--- src/rtl/toy_amo_ctrl_if.sv ---
// Opcode/bus-op types and the request/response/bus interface of toy_amo_ctrl.
// The slave modport is the controller's view; master is the LSU/writeback/bus side.
package toy_amo_pkg;
  typedef enum logic [4:0] {
    AMOLR   = 5'd0,
    AMOSC   = 5'd1,
    AMOSWAP = 5'd2,
    AMOADD  = 5'd3,
    AMOXOR  = 5'd4,
    AMOAND  = 5'd5,
    AMOOR   = 5'd6,
    AMOMIN  = 5'd7,
    AMOMAX  = 5'd8,
    AMOMINU = 5'd9,
    AMOMAXU = 5'd10
  } amo_opcode_t;

  typedef enum logic {
    BUS_READ  = 1'b0,
    BUS_WRITE = 1'b1
  } toy_bus_op_t;
endpackage

interface toy_amo_ctrl_if #(
  parameter int ADDR_WIDTH = 32,
  parameter int DATA_WIDTH = 32
);
  import toy_amo_pkg::*;

  // req_op stays raw so undefined codes can reach the controller and be rejected
  logic                  req_vld;
  logic                  req_rdy;
  logic [4:0]            req_op;
  logic [ADDR_WIDTH-1:0] req_addr;
  logic [DATA_WIDTH-1:0] req_data;
  logic [4:0]            req_rd;

  logic                  rsp_vld;
  logic                  rsp_rdy;
  logic [DATA_WIDTH-1:0] rsp_data;
  logic [4:0]            rsp_rd;
  logic                  rsp_err;

  logic                  bus_req_vld;
  logic                  bus_req_rdy;
  toy_bus_op_t           bus_req_op;
  logic [ADDR_WIDTH-1:0] bus_req_addr;
  logic [DATA_WIDTH-1:0] bus_req_wdata;
  logic                  bus_ack_vld;
  logic [DATA_WIDTH-1:0] bus_ack_rdata;

  modport master (
    output req_vld, req_op, req_addr, req_data, req_rd, rsp_rdy,
           bus_req_rdy, bus_ack_vld, bus_ack_rdata,
    input  req_rdy, rsp_vld, rsp_data, rsp_rd, rsp_err,
           bus_req_vld, bus_req_op, bus_req_addr, bus_req_wdata
  );

  modport slave (
    input  req_vld, req_op, req_addr, req_data, req_rd, rsp_rdy,
           bus_req_rdy, bus_ack_vld, bus_ack_rdata,
    output req_rdy, rsp_vld, rsp_data, rsp_rd, rsp_err,
           bus_req_vld, bus_req_op, bus_req_addr, bus_req_wdata
  );
endinterface

--- src/rtl/toy_amo_ctrl.sv ---
// Single-outstanding atomic memory operation controller (read / calc / write / respond).
// Define TOY_AMO_LRSC_EN to add the LR/SC reservation; otherwise LR and SC are rejected.
module toy_amo_ctrl
  import toy_amo_pkg::*;
#(
  parameter int ADDR_WIDTH = 32,
  parameter int DATA_WIDTH = 32
) (
  input  logic                  clk,
  input  logic                  rst_n,
  toy_amo_ctrl_if.slave         amo,
  input  logic                  snoop_wr_vld,
  input  logic [ADDR_WIDTH-1:0] snoop_wr_addr,
  input  logic                  resv_clr
);

  typedef enum logic [2:0] {
    S_IDLE, S_RD_REQ, S_RD_WAIT, S_CALC, S_WR_REQ, S_WR_WAIT, S_RSP
  } state_t;

  state_t                r_state;
  state_t                w_next_state;
  logic [4:0]            r_op;
  logic [ADDR_WIDTH-1:0] r_addr;
  logic [DATA_WIDTH-1:0] r_data;
  logic [DATA_WIDTH-1:0] r_rsp_data;
  logic [DATA_WIDTH-1:0] r_wdata;
  logic [4:0]            r_rd;
  logic                  r_err;

  logic                  w_accept;
  logic                  w_misaligned;
  logic                  w_unsupported;
  logic                  w_reject;
  logic                  w_sc_ok;
  logic [DATA_WIDTH-1:0] w_new;

  assign w_accept      = amo.req_vld && (r_state == S_IDLE);
  assign w_misaligned  = amo.req_addr[1:0] != 2'b00;
  assign w_unsupported = amo.req_op > AMOMAXU;

`ifdef TOY_AMO_LRSC_EN
  logic                  r_resv_vld;
  logic [ADDR_WIDTH-3:0] r_resv_word;
  logic                  w_resv_hit;
  logic                  w_resv_set;
  logic                  w_snoop_hit;
  logic                  w_resv_clr;

  assign w_reject   = w_misaligned || w_unsupported;
  assign w_resv_hit = r_resv_vld && (r_resv_word == r_addr[ADDR_WIDTH-1:2]);
  assign w_sc_ok    = w_resv_hit;
  assign w_resv_set = (r_state == S_RD_WAIT) && amo.bus_ack_vld && (r_op == AMOLR);
  // A snoop in the LR ack cycle must be compared against the word being reserved
  assign w_snoop_hit = snoop_wr_vld &&
    (snoop_wr_addr[ADDR_WIDTH-1:2] == (w_resv_set ? r_addr[ADDR_WIDTH-1:2] : r_resv_word));
  assign w_resv_clr = resv_clr || w_snoop_hit ||
                      ((r_state == S_CALC) && ((r_op == AMOSC) || w_resv_hit));

  always_ff @(posedge clk or negedge rst_n) begin
    if (!rst_n) begin
      r_resv_vld  <= 1'b0;
      r_resv_word <= '0;
    end else if (w_resv_clr) begin
      r_resv_vld  <= 1'b0;
    end else if (w_resv_set) begin
      r_resv_vld  <= 1'b1;
      r_resv_word <= r_addr[ADDR_WIDTH-1:2];
    end
  end
`else
  logic w_unused_lrsc;

  assign w_reject      = w_misaligned || w_unsupported ||
                         (amo.req_op == AMOLR) || (amo.req_op == AMOSC);
  assign w_sc_ok       = 1'b0;
  assign w_unused_lrsc = ^{snoop_wr_vld, snoop_wr_addr, resv_clr};
`endif

  // NOTE: state and data registers use non-blocking assignments so every flop
  // samples pre-edge values; blocking here would create order-dependent logic.
  always_ff @(posedge clk or negedge rst_n) begin
    if (!rst_n) r_state <= S_IDLE;
    else        r_state <= w_next_state;
  end

  // NOTE: each always_comb assigns its outputs a default first, so no path
  // through the case statement can leave a value held and infer a latch.
  always_comb begin
    w_next_state = r_state;
    case (r_state)
      S_IDLE: begin
        if (w_accept) begin
          if (w_reject)                   w_next_state = S_RSP;
          else if (amo.req_op == AMOSC)   w_next_state = S_CALC;
          else                            w_next_state = S_RD_REQ;
        end
      end
      S_RD_REQ:  if (amo.bus_req_rdy) w_next_state = S_RD_WAIT;
      S_RD_WAIT: if (amo.bus_ack_vld) w_next_state = (r_op == AMOLR) ? S_RSP : S_CALC;
      S_CALC:    w_next_state = ((r_op == AMOSC) && !w_sc_ok) ? S_RSP : S_WR_REQ;
      S_WR_REQ:  if (amo.bus_req_rdy) w_next_state = S_WR_WAIT;
      S_WR_WAIT: if (amo.bus_ack_vld) w_next_state = S_RSP;
      S_RSP:     if (amo.rsp_rdy)     w_next_state = S_IDLE;
      default:   w_next_state = S_IDLE;
    endcase
  end

  always_comb begin
    w_new = r_data;
    case (r_op)
      AMOADD:  w_new = r_rsp_data + r_data;
      AMOXOR:  w_new = r_rsp_data ^ r_data;
      AMOAND:  w_new = r_rsp_data & r_data;
      AMOOR:   w_new = r_rsp_data | r_data;
      AMOMIN:  w_new = ($signed(r_data) < $signed(r_rsp_data)) ? r_data : r_rsp_data;
      AMOMAX:  w_new = ($signed(r_data) > $signed(r_rsp_data)) ? r_data : r_rsp_data;
      AMOMINU: w_new = (r_data < r_rsp_data) ? r_data : r_rsp_data;
      AMOMAXU: w_new = (r_data > r_rsp_data) ? r_data : r_rsp_data;
      default: w_new = r_data;
    endcase
  end

  // r_rsp_data holds the old memory value, which is both the calc operand and the rd result
  always_ff @(posedge clk or negedge rst_n) begin
    if (!rst_n) begin
      r_op       <= '0;
      r_addr     <= '0;
      r_data     <= '0;
      r_rd       <= '0;
      r_err      <= 1'b0;
      r_rsp_data <= '0;
      r_wdata    <= '0;
    end else begin
      if (w_accept) begin
        r_op       <= amo.req_op;
        r_addr     <= amo.req_addr;
        r_data     <= amo.req_data;
        r_rd       <= amo.req_rd;
        r_err      <= w_reject;
        r_rsp_data <= '0;
      end
      if ((r_state == S_RD_WAIT) && amo.bus_ack_vld) r_rsp_data <= amo.bus_ack_rdata;
      if (r_state == S_CALC) begin
        r_wdata <= w_new;
        if (r_op == AMOSC) r_rsp_data <= {{(DATA_WIDTH-1){1'b0}}, !w_sc_ok};
      end
    end
  end

  always_comb begin
    amo.req_rdy       = 1'b0;
    amo.rsp_vld       = 1'b0;
    amo.rsp_data      = '0;
    amo.rsp_rd        = '0;
    amo.rsp_err       = 1'b0;
    amo.bus_req_vld   = 1'b0;
    amo.bus_req_op    = BUS_READ;
    amo.bus_req_addr  = '0;
    amo.bus_req_wdata = '0;
    case (r_state)
      S_IDLE: amo.req_rdy = 1'b1;
      S_RD_REQ: begin
        amo.bus_req_vld  = 1'b1;
        amo.bus_req_addr = r_addr;
      end
      S_WR_REQ: begin
        amo.bus_req_vld   = 1'b1;
        amo.bus_req_op    = BUS_WRITE;
        amo.bus_req_addr  = r_addr;
        amo.bus_req_wdata = r_wdata;
      end
      S_RSP: begin
        amo.rsp_vld  = 1'b1;
        amo.rsp_data = r_rsp_data;
        amo.rsp_rd   = r_rd;
        amo.rsp_err  = r_err;
      end
      default: ;
    endcase
  end

endmodule

--- src/flat_wrapper.sv ---
// flat-port wrapper written by rule: the top's interface ports become plain ports
module toy_amo_ctrl_flat import toy_amo_pkg::*;
#(
  parameter int ADDR_WIDTH = 32,
  parameter int DATA_WIDTH = 32
)
  (clk, rst_n, snoop_wr_vld, snoop_wr_addr, resv_clr, amo_req_vld, amo_req_op, amo_req_addr, amo_req_data, amo_req_rd, amo_rsp_rdy, amo_bus_req_rdy, amo_bus_ack_vld, amo_bus_ack_rdata, amo_req_rdy, amo_rsp_vld, amo_rsp_data, amo_rsp_rd, amo_rsp_err, amo_bus_req_vld, amo_bus_req_op, amo_bus_req_addr, amo_bus_req_wdata);
  toy_amo_ctrl_if #(.ADDR_WIDTH(ADDR_WIDTH), .DATA_WIDTH(DATA_WIDTH)) amo_i ();
  input  logic clk;
  input  logic rst_n;
  input  logic snoop_wr_vld;
  input  logic [ADDR_WIDTH-1:0] snoop_wr_addr;
  input  logic resv_clr;
  input wire logic [$bits(amo_i.req_vld)-1:0] amo_req_vld;
  input wire logic [$bits(amo_i.req_op)-1:0] amo_req_op;
  input wire logic [$bits(amo_i.req_addr)-1:0] amo_req_addr;
  input wire logic [$bits(amo_i.req_data)-1:0] amo_req_data;
  input wire logic [$bits(amo_i.req_rd)-1:0] amo_req_rd;
  input wire logic [$bits(amo_i.rsp_rdy)-1:0] amo_rsp_rdy;
  input wire logic [$bits(amo_i.bus_req_rdy)-1:0] amo_bus_req_rdy;
  input wire logic [$bits(amo_i.bus_ack_vld)-1:0] amo_bus_ack_vld;
  input wire logic [$bits(amo_i.bus_ack_rdata)-1:0] amo_bus_ack_rdata;
  output wire logic [$bits(amo_i.req_rdy)-1:0] amo_req_rdy;
  output wire logic [$bits(amo_i.rsp_vld)-1:0] amo_rsp_vld;
  output wire logic [$bits(amo_i.rsp_data)-1:0] amo_rsp_data;
  output wire logic [$bits(amo_i.rsp_rd)-1:0] amo_rsp_rd;
  output wire logic [$bits(amo_i.rsp_err)-1:0] amo_rsp_err;
  output wire logic [$bits(amo_i.bus_req_vld)-1:0] amo_bus_req_vld;
  output wire logic [$bits(amo_i.bus_req_op)-1:0] amo_bus_req_op;
  output wire logic [$bits(amo_i.bus_req_addr)-1:0] amo_bus_req_addr;
  output wire logic [$bits(amo_i.bus_req_wdata)-1:0] amo_bus_req_wdata;
  assign amo_i.req_vld = amo_req_vld;
  assign amo_i.req_op = amo_req_op;
  assign amo_i.req_addr = amo_req_addr;
  assign amo_i.req_data = amo_req_data;
  assign amo_i.req_rd = amo_req_rd;
  assign amo_i.rsp_rdy = amo_rsp_rdy;
  assign amo_i.bus_req_rdy = amo_bus_req_rdy;
  assign amo_i.bus_ack_vld = amo_bus_ack_vld;
  assign amo_i.bus_ack_rdata = amo_bus_ack_rdata;
  assign amo_req_rdy = amo_i.req_rdy;
  assign amo_rsp_vld = amo_i.rsp_vld;
  assign amo_rsp_data = amo_i.rsp_data;
  assign amo_rsp_rd = amo_i.rsp_rd;
  assign amo_rsp_err = amo_i.rsp_err;
  assign amo_bus_req_vld = amo_i.bus_req_vld;
  assign amo_bus_req_op = amo_i.bus_req_op;
  assign amo_bus_req_addr = amo_i.bus_req_addr;
  assign amo_bus_req_wdata = amo_i.bus_req_wdata;
  toy_amo_ctrl #(.ADDR_WIDTH(ADDR_WIDTH), .DATA_WIDTH(DATA_WIDTH)) u_core (.clk(clk), .rst_n(rst_n), .amo(amo_i), .snoop_wr_vld(snoop_wr_vld), .snoop_wr_addr(snoop_wr_addr), .resv_clr(resv_clr));
endmodule
--- config.mk ---
export PLATFORM = sky130hd
export DESIGN_NAME = toy_amo_ctrl_flat
export DESIGN_NICKNAME = d
export VERILOG_FILES = /design/src/rtl/toy_amo_ctrl_if.sv /design/src/rtl/toy_amo_ctrl.sv /design/src/flat_wrapper.sv
export SDC_FILE = /design/constraint.sdc
export NUM_CORES = 1
export LEC_CHECK = 0
export CAP_MARGIN = 20
export CORE_ASPECT_RATIO = 0.9
export CORE_MARGIN = 2
export CORE_UTILIZATION = 56
export DETAILED_ROUTE_END_ITERATION = 8
export PLACE_DENSITY = 0.88
export SYNTH_ARGS = -nofsm -noshare
export SYNTH_HDL_FRONTEND = slang
export SYNTH_SLANG_ARGS = --single-unit
--- constraint.sdc ---
create_clock -name clk -period 7.44 [get_ports clk]
set_input_delay 1.488 -clock clk [delete_from_list [all_inputs] [get_ports clk]]
set_output_delay 1.488 -clock clk [all_outputs]
set_load 0.005 [all_outputs]
==> flow_summary_export.csv, run 1 <==
group,metric,value,unit
place,io_buffer_count,217,
clock_network,cts-htree-levels,4,
worst_setup_path,critPathMaxStageDelay,0.63,ns
logic_synthesis,synth.distinct_cells,76,
worst_setup_path,cp-start-kind,"flip-flop",
global_route,grt_max_degree,86,
sta,timing.fmax,236,MHz
clock_network,clock_latency,0.44,ns
route,detail_route.vias_per_cell,6.22,
clock_network,cts_tree,"built",
pwr,powerDensity,451,nW/µm²
floorplanning,chipHeight,138,µm
floorplanning,num_io_pins,252,
sta,period_share,0.571,
place,dpl.hpwl,24200,µm
run,maxCapViolCount,0,
route,routedWlPerCell,20.8,µm
pwr,p_leak,6.03,nW
place,place_area,13400,µm²
worst_setup_path,crit_start,"u_core.r_state[1]$_DFFE_PN0P_",
worst_setup_path,cp_top_family,"buffers and inverters",
clock_network,clock-sinks,142,
floorplanning,die_w,153,µm
clock_network,clockBufferDepth,2,
pwr,power,0.00633,W
worst_setup_path,critPathRequiredTime,5.95,ns
route,drt_iter0_markers,1007,
clock_network,hold_buffers,0,
clock_network,numCtsBuffers,17,
worst_setup_path,end_kind,"output pin",
layout,antenna_cells,0,
sta,slew_viol_final,0,
worst_setup_path,path_cells,"and3b_1, buf_4, and2_1, clkdlybuf4s50_1",
route,ant_nets,0,
logic_synthesis,synthCells,1273,
worst_setup_path,worstRegToRegCells,11,
logic_synthesis,yosysWarningCount,0,
sta,tightest_slew,1.13,ns
route,vias,10603,
clock_network,clkTransAtPathRegs,0.07,ns
logic_synthesis,synth-edff-count,0,
layout,fin_util,0.726,
worst_setup_path,crit_buf_inv,2,
logic_synthesis,synthArstFlopShare,1.00,
route,drt_first_pass_iters,6,
floorplanning,rows,48,
logic_synthesis,yosysSeqAreaShare,0.318,
hold_path,hold_path_depth,2,
floorplanning,start_util,0.577,
hold_path,min-delay-start,"u_core.r_err$_DFFE_PN0P_",
worst_setup_path,cp.arrival,2.76,ns
place,gp_congestion,0.940,
logic_synthesis,ys_ff_latch,142,
global_route,grt_pass1_vias,10427,
clock_network,post_cts_resize_count,0,
sta,fin_skew,0.00872,ns
logic_synthesis,syn-cell-area,11200,µm²
global_route,antenna_found_initial,0,
pwr,peakVddDrop,0.296,mV
layout,nNetsFinal,1684,
run_status,status,"finished, final reports clean",
worst_setup_path,cp_slowest_cell,"dfrtp_1",
sta,hold_violations,0,
floorplanning,dieArea,21100,µm²
sta,rsz0062_at_grt,"no",
logic_synthesis,avgSynthCellArea,8.77,µm²
clock_network,ctsRootBufferMaster,"clkbuf_16",
global_route,grt_overflow,0,
global_route,grt_pass1_wl,55700,µm
sta,setup_viol,0,
sta,slew-limit-headroom,0.249,
sta,min_period,4.25,ns
route,drt_wl_total,35400,µm
clock_network,post-cts-setup-buffers,0,
logic_synthesis,synth_flop_cell,"dfrtp_1",
sta,fin_tns_setup,0,ns
worst_setup_path,r2r_start,"u_core.r_rsp_data[29]$_DFF_PN0_",
layout,design_area,14000,µm²
sta,whs,0.493,ns
layout,drive_gt1_frac,0.112,
logic_synthesis,synth_nets,1516,
route,route.detailed.drc,0,
hold_path,min_path_type,"reg2reg",
worst_setup_path,path_class,"reg2out",
global_route,grt_usage,0.333,
layout,synthToLayoutAreaGrowth,25.7,%
floorplanning,coreArea,19300,µm²
worst_setup_path,cp_max_fo,21,
worst_setup_path,cp.depth,4,
==> metrics by stage <==
stage	cells	setup slack, ns
2_1_floorplan	1273	4.50
3_3_place_gp	1671	3.35
3_5_place_dp	1671	3.35
4_1_cts	1703	2.82
5_1_grt	1704	3.02
6_report	1704	3.19
==> path summary, 6_finish.rpt <==
check / slack, ns / end
hold reg to reg: 0.49 / u_core.r_err$_DFFE_PN0P_
setup / recovery: 3.19 / amo_rsp_data[7]
setup reg to reg: 3.24 / u_core.r_wdata[19]$_DFFE_PN0P_
min in group asynchronous: 1.09 / u_core.r_rsp_data[23]$_DFF_PN0_
hold / removal: 0.49 / u_core.r_err$_DFFE_PN0P_
max in group asynchronous: 5.09 / u_core.r_wdata[5]$_DFFE_PN0P_
==> layout by cell type, fill, tap and decap left out, types with 17 or more instances in the layout <==
master           count
o22ai_1             37
o21ai_0             57
a21oi_1            123
nor2_1              52
clkdlybuf4s50_1    216
ha_1                96
dfrtp_1            141
mux2i_1             35
clkbuf_16           17
a21o_1              18
nand3_1             46
inv_1               79
mux2_2              76
nand2_1             86
xnor2_1             17
and2_1             106
==> sequential cells by signal (all words and copies together) (netlist names) <==
register / cells
u_core.r_rsp_data: 32
u_core.r_rd: 5
u_core.r_op: 5
u_core.r_addr: 32
u_core.r_err: 1
u_core.r_data: 32
u_core.r_state: 3
u_core.r_wdata: 32
==> metal layers <==
metal  GRT usage  vias to the layer above  routed length (µm)
li1            -                     4862                   -
met4       0.145                        0                1190
met5           0                        -                   0
met3      0.0634                       90                2870
met1       0.439                     5127               15100
met2       0.543                      524               16300
==> power breakdown <==
group	leakage [nW]	internal (W)	switching, W
Combinational	4.02	0.00177	0.00216
Sequential	1.73	0.00115	0.000382
Clock	0.278	0.000473	0.000397
==> cell usage after synthesis (7+ instances only) <==
master / n / share of area
dfrtp_1: 142 / 0.32
a21oi_1: 123 / 0.055
and2_1: 107 / 0.060
ha_1: 96 / 0.11
nand2_1: 87 / 0.029
inv_1: 79 / 0.027
mux2_2: 76 / 0.077
clkbuf_1: 62 / 0.021
o21ai_0: 57 / 0.026
nor2_1: 52 / 0.017
nand3_1: 46 / 0.021
o22ai_1: 37 / 0.021
mux2i_1: 35 / 0.031
a21o_1: 18 / 0.012
xnor2_1: 17 / 0.013
nor3_1: 16 / 0.0072
a31oi_1: 14 / 0.0078
a221oi_1: 13 / 0.010
buf_2: 11 / 0.0049
nor2b_1: 11 / 0.0062
o21bai_1: 10 / 0.0067
and3_1: 9 / 0.0050
a211oi_1: 8 / 0.0054
o211ai_1: 8 / 0.0054
o21a_1: 8 / 0.0054
o31ai_1: 8 / 0.0054
o21ai_1: 7 / 0.0031
==> area by class of cell <==
type / instances / area (µm²)
clock buffers: 18 / 429
multi-input cells: 965 / 6990
fillers: 1404 / 5310
repair buffers: 233 / 2300
clock inverters: 14 / 145
inverters: 82 / 308
well taps: 250 / 313
flip-flops and latches: 142 / 3550
==> worst reg2reg max path: cells and delay by family (launching register included) <==
kind / cells / cell delay (ns)
compound gates: 5 / 1.35
fa+ha+maj: 1 / 0.42
buf+inv: 1 / 0.13
flops: 1 / 0.50
simple gates: 4 / 1.65
==> logic make-up after synthesis <==
logic type | count (synthesis) | synth area share
xor+xnor | 18 | 0.0141
flops | 142 | 0.318
simple gates | 376 | 0.178
fa+ha+maj | 97 | 0.109
buf+inv | 166 | 0.0584
mux | 114 | 0.113
compound gates | 360 | 0.208
(Power assumes the default switching activity.)
==> inputs of run 2 (changes only) <==
--- a/config.mk
+++ b/config.mk
@@ -8,9 +8,9 @@
 export CAP_MARGIN = 20
 export CORE_ASPECT_RATIO = 0.9
 export CORE_MARGIN = 2
-export CORE_UTILIZATION = 56
+export CORE_UTILIZATION = 52
 export DETAILED_ROUTE_END_ITERATION = 8
-export PLACE_DENSITY = 0.88
+export PLACE_DENSITY = 0.82
 export SYNTH_ARGS = -nofsm -noshare
 export SYNTH_HDL_FRONTEND = slang
 export SYNTH_SLANG_ARGS = --single-unit
==> constraint.sdc (replaced) <==
create_clock -name clk -period 4.11 [get_ports clk]
set_input_delay 0.822 -clock clk [delete_from_list [all_inputs] [get_ports clk]]
set_output_delay 0.822 -clock clk [all_outputs]
set_load 0.005 [all_outputs]
==> run 2 against run 1 <==
Compared with the run above: register-to-register slack got worse by 2.9 ns; flip-flop and latch count unchanged; count of clock-buffer cells in the layout fell by 1; utilization is 4.5 points lower; setup slack got worse by 2.8 ns; clock power increased by 84%; global-route usage is 2.8 points lower; sequential power increased by 80%; non-clock buffer count increased by 19; critical endpoint is now u_core.r_wdata[0]$_DFFE_PN0P_.
==> flow_summary_export.csv, run 2 (synthesis gave the netlist of run 1 again) <==
group,metric,value,unit
run_status,status,"finished, final reports clean",
route,drt_wl_total,34700,µm
route,routedWlPerCell,19.7,µm
worst_setup_path,cp-start-kind,"flip-flop",
clock_network,post-cts-setup-buffers,0,
floorplanning,start_util,0.533,
worst_setup_path,cp.arrival,4.06,ns
floorplanning,num_io_pins,252,
pwr,power,0.0116,W
clock_network,cts-htree-levels,4,
sta,hold_violations,0,
hold_path,min_path_type,"in2async",
floorplanning,coreArea,21000,µm²
floorplanning,die_w,158,µm
sta,fin_tns_setup,0,ns
layout,stdcell_count,1759,
run,maxCapViolCount,0,
layout,antenna_cells,0,
place,dpl.hpwl,24500,µm
sta,fin_skew,0.0143,ns
global_route,grt_pass1_vias,10226,
route,drt_iter0_markers,950,
route,detail_route.vias_per_cell,6.03,
pwr,peakVddDrop,0.382,mV
route,drt_first_pass_iters,5,
clock_network,clkTransAtPathRegs,0.07,ns
place,io_buffer_count,217,
sta,setup_viol,0,
sta,slew_viol_final,0,
global_route,grt_pass1_wl,54200,µm
global_route,grt_usage,0.306,
layout,final_common_cell,"clkdlybuf4s50_1",
floorplanning,rows,50,
sta,timing.fmax,268,MHz
worst_setup_path,critPathRequiredTime,4.43,ns
place,gp_congestion,0.960,
worst_setup_path,path_class,"reg2reg",
layout,nNetsFinal,1703,
route,route.detailed.drc,0,
route,ant_nets,0,
sta,tightest_slew,0.903,ns
clock_network,clock-sinks,142,
global_route,grt_overflow,0,
clock_network,numCtsBuffers,17,
clock_network,cts_tree,"built",
clock_network,clockBufferDepth,2,
layout,drive_gt1_frac,0.124,
clock_network,ctsRootBufferMaster,"clkbuf_16",
layout,synthToLayoutAreaGrowth,27.7,%
global_route,antenna_found_initial,0,
floorplanning,chipHeight,143,µm
pwr,powerDensity,811,nW/µm²
clock_network,hold_buffers,0,
layout,final_cell_mix,"clkdlybuf4s50_1 (216), dfrtp_1 (141), a21oi_1 (123), and2_1 (107), ha_1 (96)",
global_route,grt_max_degree,82,
sta,rsz0062_at_grt,"no",
sta,min_period,3.74,ns
worst_setup_path,cp_max_fo,8,
sta,period_share,0.910,
sta,slew-limit-headroom,0.398,
pwr,p_leak,6.14,nW
clock_network,clock_latency,0.44,ns
route,vias,10607,
floorplanning,dieArea,22700,µm²
place,placed_cells,1727,
clock_network,post_cts_resize_count,0,
worst_setup_path,end_kind,"flip-flop",
## run 2: cell count changes in the layout (fill, tap and decap cells not counted), sizes merged
cell	delta
buf	+19
clkinvlp	+1
clkbuf	-1
## run 2: metrics by stage
| stage | cell area (µm²) | setup WS [ns] | hold WS [ns] | util |
|---|---|---|---|---|
| global route | 14300 | 0.122 | 0.504 | 0.681 |
| detailed placement | 13700 | 0.443 | 0.472 | 0.652 |
| global placement | 13700 | 0.547 | 0.458 | 0.652 |
| finish | 14300 | 0.372 | 0.435 | 0.681 |
| CTS | 14300 | 0.439 | 0.465 | 0.681 |
| floorplan | 11200 | 1.17 | 0.442 | - |
## run 2: final timing paths
| kind | start | to | slack [ns] | cells after the start |
|---|---|---|---|---|
| setup / recovery | u_core.r_rsp_data[30]$_DFF_PN0_ | u_core.r_wdata[0]$_DFFE_PN0P_ | 0.37 | 12 |
| hold reg to reg | u_core.r_err$_DFFE_PN0P_ | u_core.r_err$_DFFE_PN0P_ | 0.48 | 2 |
| hold / removal | rst_n | u_core.r_rsp_data[26]$_DFF_PN0_ | 0.43 | 1 |
| max in group asynchronous | rst_n | u_core.r_wdata[5]$_DFFE_PN0P_ | 2.84 | 2 |
| min in group clk | u_core.r_err$_DFFE_PN0P_ | u_core.r_err$_DFFE_PN0P_ | 0.48 | 2 |
| setup reg to reg | u_core.r_rsp_data[30]$_DFF_PN0_ | u_core.r_wdata[0]$_DFFE_PN0P_ | 0.37 | 12 |
## run 2: where the power goes
part	internal, W	leakage (nW)	switching (W)
Combinational	0.00330	4.12	0.00391
Sequential	0.00207	1.73	0.000688
Clock	0.000867	0.283	0.000732
Total	0.00624	6.14	0.00533
## run 2: area by class of cell
cell class | count | area [µm²]
tap | 286 | 358
multi-input combinational | 965 | 6990
fill | 1672 | 6690
inverter | 82 | 308
sequential | 142 | 3550
clock inverter | 15 | 171
clock buffer | 17 | 425
timing repair buffer | 252 | 2460
## run 2: critical path, cell delays in order (launching register included)
cell and delay (ns):
dfrtp_1 0.41, inv_1 0.10, ha_1 0.41, nor4_1 0.54, nand3_1 0.19, a21oi_1 0.30, a211oi_2 0.14, and4_1 0.26
o21ai_1 0.31, and3_1 0.58, buf_4 0.20, nand2_1 0.04, o211a_1 0.14
## run 2: metal layers
metal | track usage | share of wire | vias to the layer above | routed length (µm)
met3 | 0.0722 | 0.091 | 46 | 3160
li1 | - | - | 4909 | -
met1 | 0.419 | 0.44 | 5123 | 15100
met4 | 0.0754 | 0.013 | 0 | 455
met5 | 0 | 0 | - | 0
met2 | 0.490 | 0.46 | 529 | 15900
==> RTL change 1: new RTL, settings of run 1 <==
Add a define of `TOY_AMO_LRSC_EN`.
--- a/src/rtl/toy_amo_ctrl.sv
+++ b/src/rtl/toy_amo_ctrl.sv
@@ -1,5 +1,7 @@
 // Single-outstanding atomic memory operation controller (read / calc / write / respond).
 // Define TOY_AMO_LRSC_EN to add the LR/SC reservation; otherwise LR and SC are rejected.
+`define TOY_AMO_LRSC_EN
+
 module toy_amo_ctrl
   import toy_amo_pkg::*;
 #(
Check against the original RTL: not equivalent (Yosys sat finds a counterexample within 4 cycles, from zero or initial values and one cycle with rst_n low).
==> RTL change 1 against run 1 <==
  * Worst setup slack lost 0.97 ns
  * Combinational power grew 9.7%
  * Design area grew 21%
  * Clock power grew 4.3%
  * Fmax shrank 19%
  * Sequential cell count grew 31
  * Power grew 14%
  * Area after synthesis grew 24%
  * Wire length grew 20%
  * Hold slack gained 0.017 ns
  * First-iteration DRC count grew 28%
  * Critical endpoint is now u_core.r_resv_word[16]
  * Highest routed layer unchanged
==> RTL change 1: results (changes against run 1) <==
metric,value,unit,change
status,"finished, final reports clean",,
Worst-Margin Slew,1.066,ns,-0.06001 ns
adder-cell area share of the yosys netlist,8.849,%,-2.1 points
CP Class,in2reg,,
Nets,1961,,+16%
Hold Startpoint,u_core.r_addr[0],,
post-synthesis compound-gate area fraction,20.15,%,-0.69 points
layout cells sized above 1,10.75,%,-0.47 points
r2r worst-path depth,10,,-1
crit path max fanout,37,,+76%
Yosys cell types,77,,+1.3%
sequential share of the synthesized area,31.37,%,-0.46 points
first-pass GRT wire length,68.38,mm,+23%
critical path arrival,5.53,ns,+2.77 ns
Post-synth top cells,"dfrtp_1 (173), a21oi_1 (109), and2_1 (103)",,
met1 Use GR,44.66,%,+0.77 points
multiplexer share of the synthesized area,11.81,%,+0.47 points
crit-path leading delay family,simple AND/OR/NAND/NOR gates,,
Hold Path Depth,1,,-1
M1 WL,17.91,mm,+19%
Final Wtd Congestion,0.9814,,+4.4%
"top cells by area, synth","dfrtp_1 (31%), ha_1 (8.7%), mux2_2 (6.1%), and2_1 (4.7%), a21oi_1 (4.0%)",,
Max IR drop VDD,0.2407,mV,-19%
average wire per standard cell,20.89,um,+0.55%
GR Util All Layers,32.65,%,-0.67 points
number of port buffers,249,,+15%
==> RTL change 1: per-stage QoR <==
step	cells	setup slack (ns)	utilization (%)	hold WS (ns)	cell area [um2]
3_5_place_dp	2006	1.905	67.39	0.4819	16350
4_1_cts	2038	2.353	69.78	0.5079	16930
2_1_floorplan	1549	3.586	-	0.4418	13800
6_report	2039	2.225	69.86	0.5103	16950
5_1_grt	2039	2.056	69.86	0.5221	16950
3_3_place_gp	2006	2.012	67.39	0.4628	16350
==> RTL change 1: power by group <==
part / internal [mW] / leakage [nW] / total [mW] / switching [mW]
Sequential: 1.36 / 2.12 / 2.00 / 0.639
Combinational: 2.03 / 4.85 / 4.31 / 2.28
Clock: 0.474 / 0.281 / 0.907 / 0.433
Total: 3.86 / 7.25 / 7.22 / 3.36
==> RTL change 1: area by class of cell <==
cell class	instances	area share, %
Multi-Input combinational cell	1162	50.91
Sequential cell	173	25.55
Timing Repair Buffer	272	15.81
Clock buffer	17	2.510
Tap cell	308	2.274
Inverter	92	2.038
Clock inverter	15	0.9082
==> RTL change 2: new RTL, settings of run 1 <==
Made on the original files. Encoding of `state_t`: now one-hot (7 bits for 7 states).
--- a/src/rtl/toy_amo_ctrl.sv
+++ b/src/rtl/toy_amo_ctrl.sv
@@ -14,8 +14,8 @@
   input  logic                  resv_clr
 );
 
-  typedef enum logic [2:0] {
-    S_IDLE, S_RD_REQ, S_RD_WAIT, S_CALC, S_WR_REQ, S_WR_WAIT, S_RSP
+  typedef enum logic [6:0] {
+    S_IDLE = 7'b0000001, S_RD_REQ = 7'b0000010, S_RD_WAIT = 7'b0000100, S_CALC = 7'b0001000, S_WR_REQ = 7'b0010000, S_WR_WAIT = 7'b0100000, S_RSP = 7'b1000000
   } state_t;
 
   state_t                r_state;
Check against the original RTL: no difference found for any inputs over 4 cycles, from zero or initial values and one cycle with rst_n low; so few cycles prove little.
==> RTL change 2 against run 1 <==
  * Sequential power down 16%
  * Sequential cell count up 4
  * First-iteration DRC count is essentially flat
  * Wire length shrank 7.4%
  * Design area down 0.70%
  * Power is 33% lower
  * Count of clock-buffer cells in the layout is the same
  * Area after synthesis decreased by 0.59%
  * Worst setup slack lost 0.77 ns
==> RTL change 2: results (changes against run 1) <==
metric,value,unit,change
status,"finished, final reports clean",,
GR Util All Layers,30.52,%,-2.8 points
largest net degree at the start of global routing,83,,-3.5%
crit path max fanout,30,,+43%
"reg-to-reg slack, setup",3.19,ns,-0.05 ns
Max IR drop VDD,0.1940,mV,-34%
layout cells sized above 1,11.24,%,+0.034 points
syn nets,1478,,-2.5%
Hold EP,u_core.r_addr[1],,
average wire per standard cell,19.70,um,-5.2%
routed vias/inst,6.246,,+0.38%
worst r2r src,u_core.r_rsp_data[30],,
Post-synth top cells,"dfrtp_1 (145), and2_1 (105), ha_1 (96)",,
critical path arrival,3.53,ns,+0.77 ns
Initial DRC Count,1008,,+0.099%
worst clock skew,0.01570,ns,+0.006982 ns
sequential share of the synthesized area,32.93,%,+1.1 points
Hold WS,0.4996,ns,+0.006456 ns
Hold Startpoint,u_core.r_addr[1],,
Final Wtd Congestion,0.9443,,+0.46%
r2r worst-path depth,12,,+1
"top cells by area, synth","dfrtp_1 (33%), ha_1 (11%), mux2_2 (7.6%), and2_1 (5.9%), a21oi_1 (4.0%)",,
Worst-Margin Slew,1.059,ns,-0.06723 ns
first-pass GRT wire length,51.47,mm,-7.6%
switch share,43.47,%,-3.0 points
[RTL change 2: cell count changes after synthesis, sizes merged, moves of 6 or more]
cell	change
a21oi	-34
a22oi	+33
nand2	-31
nor2	+31
nand3	-30
o21ai	-16
a221oi	+13
o211ai	-8
a211oi	+6
nor3	+6
[RTL change 2: cells by family after synthesis]
logic type / count (synthesis) / synth area share [%]
AND/OR/NAND/NOR: 354 / 17.19
AO/OA/AOI/OAI: 348 / 21.13
multiplexers: 106 / 10.40
adder cells (fa/ha/maj): 97 / 11.00
XOR/XNOR: 14 / 1.105
buffers and inverters: 170 / 6.245
flip-flops: 146 / 32.93
[RTL change 2: worst max-delay path: stages, from the launching register on]
cell	delay, ns
dfrtp_1	0.41
or3_1	0.42
or3_1	0.38
nor3b_2	0.73
buf_4	0.44
and2_1	0.19
clkdlybuf4s50_1	0.51
[RTL change 2: per-layer routing]
layer / GRT usage (%) / up-vias / share of wire (%) / wire length [um]
li1: - / 4765 / - / -
met1: 39.70 / 5020 / 42 / 13730
met2: 51.10 / 542 / 47 / 15530
met3: 5.914 / 66 / 8.5 / 2784
met4: 11.37 / 0 / 2.3 / 739
met5: 0 / - / 0 / 0
[RTL change 2: layout make-up]
cell class / count / area (um2)
Clock buffer: 18 / 429.2
Multi-Input combinational cell: 919 / 6783
Fill cell: 1413 / 5344
Clock inverter: 14 / 146.4
Sequential cell: 146 / 3655
Tap cell: 250 / 312.8
Timing Repair Buffer: 232 / 2290
Inverter: 85 / 319.1
[RTL change 2: worst max-delay path by stage]
stage,startpoint,to,slack (ns),depth (start not counted)
detailed placement,u_core.r_state[2],amo_rsp_data[0],2.91,6
global route,u_core.r_state[2],amo_rsp_data[0],2.28,6
CTS,u_core.r_state[2],amo_rsp_data[0],2.44,6
floorplan,u_core.r_state[2],amo_rsp_data[16],3.94,6
global placement,u_core.r_state[2],amo_rsp_err,2.99,6
finish,u_core.r_state[2],amo_rsp_rd[4],2.42,6
[RTL change 2: power groups by stage]
| stage | registers, mW | logic, mW | clock network (mW) |
|---|---|---|---|
| 2_1_floorplan | 1.21 | 1.52 | 0 |
| 3_5_place_dp | 1.29 | 2.01 | 0 |
| 3_3_place_gp | 1.27 | 1.96 | 0 |
| 6_report | 1.29 | 2.07 | 0.858 |
| 5_1_grt | 1.32 | 2.25 | 0.897 |
| 4_1_cts | 1.28 | 2.03 | 0.864 |
[RTL change 2: metrics by stage]
step                      area, um2  cells  util, %  power (mW)
after floorplan               11100   1235        -       2.734
after global placement        13350   1631    69.24       3.224
after detailed placement      13350   1631    69.24       3.300
after CTS                     13920   1663    72.22       4.175
after global routing          13930   1664    72.28       4.471
final                         13930   1664    72.28       4.222
